--- config.mk ---
export PLATFORM = sky130hd
export DESIGN_NAME = ppi_sched_flat
export DESIGN_NICKNAME = d
export VERILOG_FILES = /design/src/rtl/ppi_sched_if.sv /design/src/rtl/ppi_sched.sv /design/src/flat_wrapper.sv
export SDC_FILE = /design/constraint.sdc
export NUM_CORES = 2
export LEC_CHECK = 0
export BUFFER_PORTS_ARGS = -buffer_cell sky130_fd_sc_hd__buf_2
export CORE_AREA = 4 4 337 339
export CTS_BUF_LIST = sky130_fd_sc_hd__clkbuf_4 sky130_fd_sc_hd__clkbuf_8
export CTS_CLUSTER_SIZE = 12
export DETAILED_ROUTE_END_ITERATION = 10
export DIE_AREA = 0 0 341 343
export GPL_ROUTABILITY_DRIVEN = 0
export SLEW_MARGIN = 20
export SYNTH_ARGS = -nofsm -noshare
export SYNTH_HDL_FRONTEND = slang
export SYNTH_SLANG_ARGS = --single-unit
--- constraint.sdc ---
create_clock -name i_clk -period 8.05 [get_ports i_clk]
set_clock_uncertainty 0.1 [all_clocks]
set_input_delay 2.415 -clock i_clk [delete_from_list [all_inputs] [get_ports i_clk]]
set_output_delay 2.415 -clock i_clk [all_outputs]
set_load 0.05 [all_outputs]
--- src/rtl/ppi_sched_if.sv ---
// rtl/ppi_sched_if.sv - sample-in, datapath-bank and phase-out signal bundle for ppi_sched
interface ppi_sched_if #(
    parameter int gp_idata_width          = 8,
    parameter int gp_interpolation_factor = 32,
    parameter int gp_chan_width           = 26
);
    logic                                             i_valid;
    logic [gp_idata_width-1:0]                        i_data;
    logic                                             o_ready;
    logic                                             o_filt_ena;
    logic [gp_idata_width-1:0]                        o_filt_data;
    logic [gp_chan_width*gp_interpolation_factor-1:0] i_filt_data;
    logic                                             o_valid;
    logic [gp_chan_width-1:0]                         o_data;
    logic                                             i_ready;

    modport slave (
        input  i_valid, i_data, i_filt_data, i_ready,
        output o_ready, o_filt_ena, o_filt_data, o_valid, o_data
    );

    modport master (
        output i_valid, i_data, i_filt_data, i_ready,
        input  o_ready, o_filt_ena, o_filt_data, o_valid, o_data
    );
endinterface

--- src/rtl/ppi_sched.sv ---
// rtl/ppi_sched.sv - sequencer and phase commutator around the PPI mul_add datapath
module ppi_sched #(
    parameter int gp_idata_width          = 8,
    parameter int gp_interpolation_factor = 32,
    parameter int gp_chan_width           = 26,
    parameter bit gp_ccw                  = 1'b0
) (
    input  logic        i_clk,
    input  logic        i_rst_an,
    input  logic        i_ena,
    ppi_sched_if.slave  bus
);
    localparam int L     = gp_interpolation_factor;
    localparam int W     = gp_chan_width;
    localparam int CNT_W = $clog2(L);
    localparam logic [CNT_W-1:0] CNT_LAST = CNT_W'(L - 1);

    typedef enum logic {ST_EMPTY, ST_STREAM} state_t;

    state_t                    state;
    state_t                    state_nxt;
    logic [CNT_W-1:0]          cnt;
    logic [CNT_W-1:0]          cnt_nxt;
    logic [gp_idata_width-1:0] hold_data;
    logic                      hold_full;
    logic [L*W-1:0]            shadow;

    logic                      shadow_full;
    logic                      ready;
    logic                      accept;
    logic                      out_hs;
    logic                      last;
    logic                      cap;
    logic [CNT_W-1:0]          sel;
    logic [W-1:0]              word_mux;

    // A capture on the last handshake keeps the stream running with no bubble.
    always_comb begin
        shadow_full = (state == ST_STREAM);
        ready       = i_ena & ~hold_full;
        accept      = bus.i_valid & ready;
        out_hs      = i_ena & shadow_full & bus.i_ready;
        last        = out_hs & (cnt == CNT_LAST);
        cap         = i_ena & hold_full & (~shadow_full | last);
        state_nxt   = state;
        cnt_nxt     = cnt;
        if (cap) begin
            state_nxt = ST_STREAM;
            cnt_nxt   = '0;
        end else if (last) begin
            state_nxt = ST_EMPTY;
        end else if (out_hs) begin
            cnt_nxt = cnt + CNT_W'(1);
        end
    end

    always_ff @(posedge i_clk or negedge i_rst_an) begin
        if (!i_rst_an) begin
            state <= ST_EMPTY;
            cnt   <= '0;
        end else if (i_ena) begin
            state <= state_nxt;
            cnt   <= cnt_nxt;
        end
    end

    // The bank is sampled while the datapath still holds pre-advance tap state.
    always_ff @(posedge i_clk or negedge i_rst_an) begin
        if (!i_rst_an) begin
            hold_data <= '0;
            hold_full <= 1'b0;
            shadow    <= '0;
        end else begin
            if (accept) begin
                hold_data <= bus.i_data;
                hold_full <= 1'b1;
            end else if (cap) begin
                hold_full <= 1'b0;
            end
            if (cap) begin
                shadow <= bus.i_filt_data;
            end
        end
    end

    always_comb begin
        sel      = gp_ccw ? (CNT_LAST - cnt) : cnt;
        word_mux = '0;
        for (int k = 0; k < L; k++) begin
            if (sel == CNT_W'(k)) begin
                word_mux = shadow[k*W +: W];
            end
        end
    end

    assign bus.o_ready     = ready;
    assign bus.o_filt_ena  = cap;
    assign bus.o_filt_data = hold_data;
    assign bus.o_valid     = shadow_full;
    assign bus.o_data      = word_mux;
endmodule

--- src/flat_wrapper.sv ---
// flat-port wrapper written by rule: the top's interface ports become plain ports
module ppi_sched_flat 
#(
    parameter int gp_idata_width          = 8,
    parameter int gp_interpolation_factor = 32,
    parameter int gp_chan_width           = 26,
    parameter bit gp_ccw                  = 1'b0
)
  (i_clk, i_rst_an, i_ena, bus_i_valid, bus_i_data, bus_i_filt_data, bus_i_ready, bus_o_ready, bus_o_filt_ena, bus_o_filt_data, bus_o_valid, bus_o_data);
  ppi_sched_if #(.gp_idata_width(gp_idata_width), .gp_interpolation_factor(gp_interpolation_factor), .gp_chan_width(gp_chan_width)) bus_i ();
  input  logic i_clk;
  input  logic i_rst_an;
  input  logic i_ena;
  input wire logic [$bits(bus_i.i_valid)-1:0] bus_i_valid;
  input wire logic [$bits(bus_i.i_data)-1:0] bus_i_data;
  input wire logic [$bits(bus_i.i_filt_data)-1:0] bus_i_filt_data;
  input wire logic [$bits(bus_i.i_ready)-1:0] bus_i_ready;
  output wire logic [$bits(bus_i.o_ready)-1:0] bus_o_ready;
  output wire logic [$bits(bus_i.o_filt_ena)-1:0] bus_o_filt_ena;
  output wire logic [$bits(bus_i.o_filt_data)-1:0] bus_o_filt_data;
  output wire logic [$bits(bus_i.o_valid)-1:0] bus_o_valid;
  output wire logic [$bits(bus_i.o_data)-1:0] bus_o_data;
  assign bus_i.i_valid = bus_i_valid;
  assign bus_i.i_data = bus_i_data;
  assign bus_i.i_filt_data = bus_i_filt_data;
  assign bus_i.i_ready = bus_i_ready;
  assign bus_o_ready = bus_i.o_ready;
  assign bus_o_filt_ena = bus_i.o_filt_ena;
  assign bus_o_filt_data = bus_i.o_filt_data;
  assign bus_o_valid = bus_i.o_valid;
  assign bus_o_data = bus_i.o_data;
  ppi_sched #(.gp_idata_width(gp_idata_width), .gp_interpolation_factor(gp_interpolation_factor), .gp_chan_width(gp_chan_width), .gp_ccw(gp_ccw)) u_core (.i_clk(i_clk), .i_rst_an(i_rst_an), .i_ena(i_ena), .bus(bus_i));
endmodule
== Yosys cells after proc, flatten, opt, wreduce, memory -nomap -nowiden ==
Index checks and enable logic that the tools add are counted.
Word-level totals
  output and inout port bits: 37
  input bits: 845
  word-level logic and storage cells: 93
  flip-flop bits (word level): 847
Cells by class
  reductions and logical operators: 6
  eq/ne operators: 32
  bitwise operators: 10
  muxes and demuxes: 39
  add/subtract/negate cells: 1
Operators with widths (number)
  2-to-1 mux 26 bit: 32
  equality test 5 bit (second input constant): 16
  equality test 5 x 4 -> 1 bit (second input constant): 8
  equality test 5 x 3 -> 1 bit (second input constant): 4
  2-to-1 mux 5 bit: 3
  equality test 5 x 2 -> 1 bit (second input constant): 2
  bitwise AND 1 bit: 7
  nonzero test 2 bit: 3
  adder 5 x 1 -> 5 bit (second input constant): 1
  equality test 5 x 1 -> 1 bit (second input constant): 1
  zero test 5 bit: 1
  2-to-1 mux 1 bit: 4
  AND reduction 3 bit: 1
  inequality test 2 bit (second input constant): 1
  NOT 1 bit: 2
  AND reduction 2 bit: 1
  bitwise OR 1 bit: 1

== Logic depth before layout (Yosys ltp) ==
  depth after elaboration: 33
  gate-level depth with buffers: 13
  mapped depth without buffers: 9

== Least setup slack after synthesis ==
OpenSTA, ideal clock, no wires.
  path type: register -> output
  start point: reg u_core.cnt[0]
  end point: out bus_o_data[11]
  data required time: 5535 ps
  path slack: 1365 ps
  stages on the path, launching flop included: 14
  arrival time: 4170 ps
  path through: dfrtp_1 ha_1 clkbuf_1 buf_2 clkbuf_1 and3_1 ha_1 clkbuf_1 clkbuf_1 nand3_1 a311o_1 a211oi_1 nor2_1 a221oi_1
Between the ends
  word-level cells in the longest chain between the ends: 33
Ends and longest elaborated chain
  start: declaration: line ppi_sched.sv:22  | logic [CNT_W-1:0] cnt;
  start signal: assignment: line ppi_sched.sv:63  | cnt <= cnt_nxt;
  zero test 5 bit: line ppi_sched.sv:90  | if (sel == CNT_W'(k)) begin
  2-to-1 mux 26 bit (31 in a row): line ppi_sched.sv:90
  2-to-1 mux 26 bit *: line ppi_sched.sv:90
  end: declaration: line flat_wrapper.sv:22  | output wire logic [$bits(bus_i.o_data)-1:0] bus_o_data;
Every way passes the cells marked *; elsewhere a longest branch is shown, timed or not.

== Worst setup path after layout ==
Ends and elaborated chain as after synthesis.

==> results.toml <==
[synth]
synth_seq_area_share = 0.539
ys_warn_count = 0
synth.area.mux_share = 0.232
yosys.area_share.adder = 0.00191
netlist_area_sq_um = 39300
synth-edff-count = 0
synth-compound-area-share = 0.121
synthSimpleGateAreaFrac = 0.0720
syn_avg_cell_area_sq_um = 12.5
synth_top_flop_cell = "dfrtp_1"
yosys.area_share.xor_xnor = 0.000668
synth_cell_types = 99
synth_top_family_by_area = "multiplexers"
synthArstFlopShare = 1.00
synth-seq-cells = 847
synth_fp_nets = 3989
synth_cells = 3138

[timing]
worst_slack_ps = 3.29
min_period_ps = 8050
period_share = 1.00
finalSetupViolCount = 0
fmax_mhz = 124
rsz0062_at_grt = "no"
max-slew-margin-rel = 0.137
worstMarginPinSlew_ps = 1290
finalHoldViolations = 0
report.final.slew_viol_count = 0
fin_tns_setup_ps = 0
hold_slack_ps = 401

[clock_network]
path_clk_slew_ps = 60
cts_tree = "yes"
root_buffer = "clkbuf_8"
cts_sinks = 847
clk_latency_ps = 870
numCtsBuffers = 152
cts_max_level = 4
cts_max_path_buffers = 3

[setup_path]
critPathLaunchType = "flip-flop"
setup.worst_path.end_class = "output pin"
arrival_ps = 5530
required_ps = 5540
critPathKind = "reg2out"
critPathMaxFanout = 13

[final_layout]
nets = 4893
layout_common_cells = "872 x buf_2, 844 x dfrtp_1, 811 x mux2_2"
final_util = 0.446
postLayoutCellArea_sq_um = 49200
area_delta_synth_final_pct = 25.2
drive_gt1_frac = 0.512
final_cells = 5719
final_common_cell = "buf_2"
n_fill_cell = 10637

[place]
pre_cts_slack_ps = 797
port_buffers = 881
placedInstanceArea_sq_um = 45600
hpwlAfterDp_microns = 158000
dp.cells = 5374

[global_route]
globalRouteOverflowTotal = 0
first_global_vias = 33396
antenna_found_initial = 140
grt.total_usage = 0.324
grt_pass1_wl_microns = 263000
grt_max_degree = 190

[run]
cap_violations = 0

[floorplan]
start_util = 0.356
rows = 122
io_pins = 882
die_w_microns = 341
dieHeight_microns = 343
die-area_sq_um = 117000
core_sq_um = 110000

[route]
routed_wl_microns = 197000
vias = 33426
firstDrtPassIters = 10
ant_nets = 0
post_drt_via_cell_ratio = 5.84
wl_per_cell_microns = 34.4
drt_iter0_drc = 3262
drc = 0

[outcome]
status = "complete, no violations"

[pwr]
ir_drop_mv = 0.193
p_leak_nw = 22.0
p_total_mw = 21.8
pwr_density_cell_nw_per_um2 = 442

[worst_hold_path]
hold_path.class = "reg2reg"
routing by layer:
metal  up-vias  GRT usage  share of wire
li1      13817          -              -
met1     17066      0.368           0.36
met2      1860      0.543           0.48
met3       609      0.104          0.094
met4        74      0.178          0.060
met5         -          0         0.0024
critical path, stage by stage, from the launching register on:
cell      delay, ps
dfrtp_1         450
inv_1           120
ha_1            450
or3b_1          420
nor2_2          510
a221oi_1        200
nor4_1          670
o21ai_0         560
a221oi_1        850
buf_2           410
registers in the layout, summed over array words and instances, names as in the netlist:
register and flops:
u_core.bus.o_filt_data 8, u_core.cnt 5, u_core.shadow 832, u_core.hold_full 1, u_core.bus.o_valid 1
logic make-up after synthesis:
group | Yosys count
xor+xnor | 3
mux | 812
simple gates | 535
buf+inv | 278
fa+ha+maj | 6
compound gates | 657
flops | 847
power breakdown:
group          leakage (nW)  internal, mW  switching [mW]
logic                  9.84          3.43            5.39
clock network          1.82          2.57            1.97
registers              10.4          6.31            2.08
cell type report:
| type | count | area, sq um | area share |
|---|---|---|---|
| Sequential cell | 847 | 21200 | 0.431 |
| Clock inverter | 32 | 368 | 0.00747 |
| Antenna cell | 66 | 165 | 0.00335 |
| Tap cell | 1488 | 1860 | 0.0378 |
| Multi-Input combinational cell | 2013 | 17000 | 0.345 |
| Timing Repair Buffer | 987 | 5440 | 0.110 |
| Inverter | 41 | 154 | 0.00313 |
| Clock buffer | 245 | 3080 | 0.0625 |
worst paths after layout:
check / from / endpoint / slack [ps] / cells after the start
max in group asynchronous: i_rst_an / u_core.shadow[259] / 4890 / 2
max: u_core.cnt[0] / bus_o_data[11] / 3 / 9
min: u_core.bus.o_filt_data[2] / u_core.bus.o_filt_data[2] / 400 / 1
max reg2reg: u_core.cnt[0] / u_core.shadow[59] / 2390 / 10
min in group asynchronous: i_rst_an / u_core.shadow[600] / 1450 / 1
min reg2reg: u_core.bus.o_filt_data[2] / u_core.bus.o_filt_data[2] / 400 / 1
repair_timing:
action	CTS	global route
buffers inserted	2	0
cloned	0	0
hold buffers	0	0
gates resized for setup	3	5
endpoints found under the setup margin	4	4
cells in the mapped netlist (7+ instances only):
cell type  count  share of area
dfrtp_1      847           0.54
mux2_2       811           0.23
nor2_1       148          0.014
buf_2        115          0.015
nand2_1      112          0.011
o21ai_0      103          0.013
o22ai_1       99          0.016
clkbuf_1      91         0.0087
a21oi_1       86          0.011
a221oi_1      83          0.018
nand3_1       60         0.0076
o221ai_1      44         0.0098
a22oi_1       40         0.0076
inv_1         38         0.0036
nor4_1        38         0.0060
nor3_1        36         0.0046
o211ai_1      24         0.0046
a211oi_1      22         0.0042
o2111ai_1     19         0.0042
and3_1        17         0.0027
nand2b_1      14         0.0022
nor2b_1       14         0.0022
buf_4         13         0.0025
a221o_1       12         0.0031
a222oi_1      12         0.0031
a32oi_1       12         0.0027
nand3b_1      11         0.0021
o22a_1        11         0.0024
buf_1         10        0.00095
nand4_1       10         0.0016
o31ai_1       10         0.0019
and4b_1        9         0.0023
buf_6          8         0.0023
a311o_1        7         0.0018
Note: power is estimated with default switching activity, not from simulation.
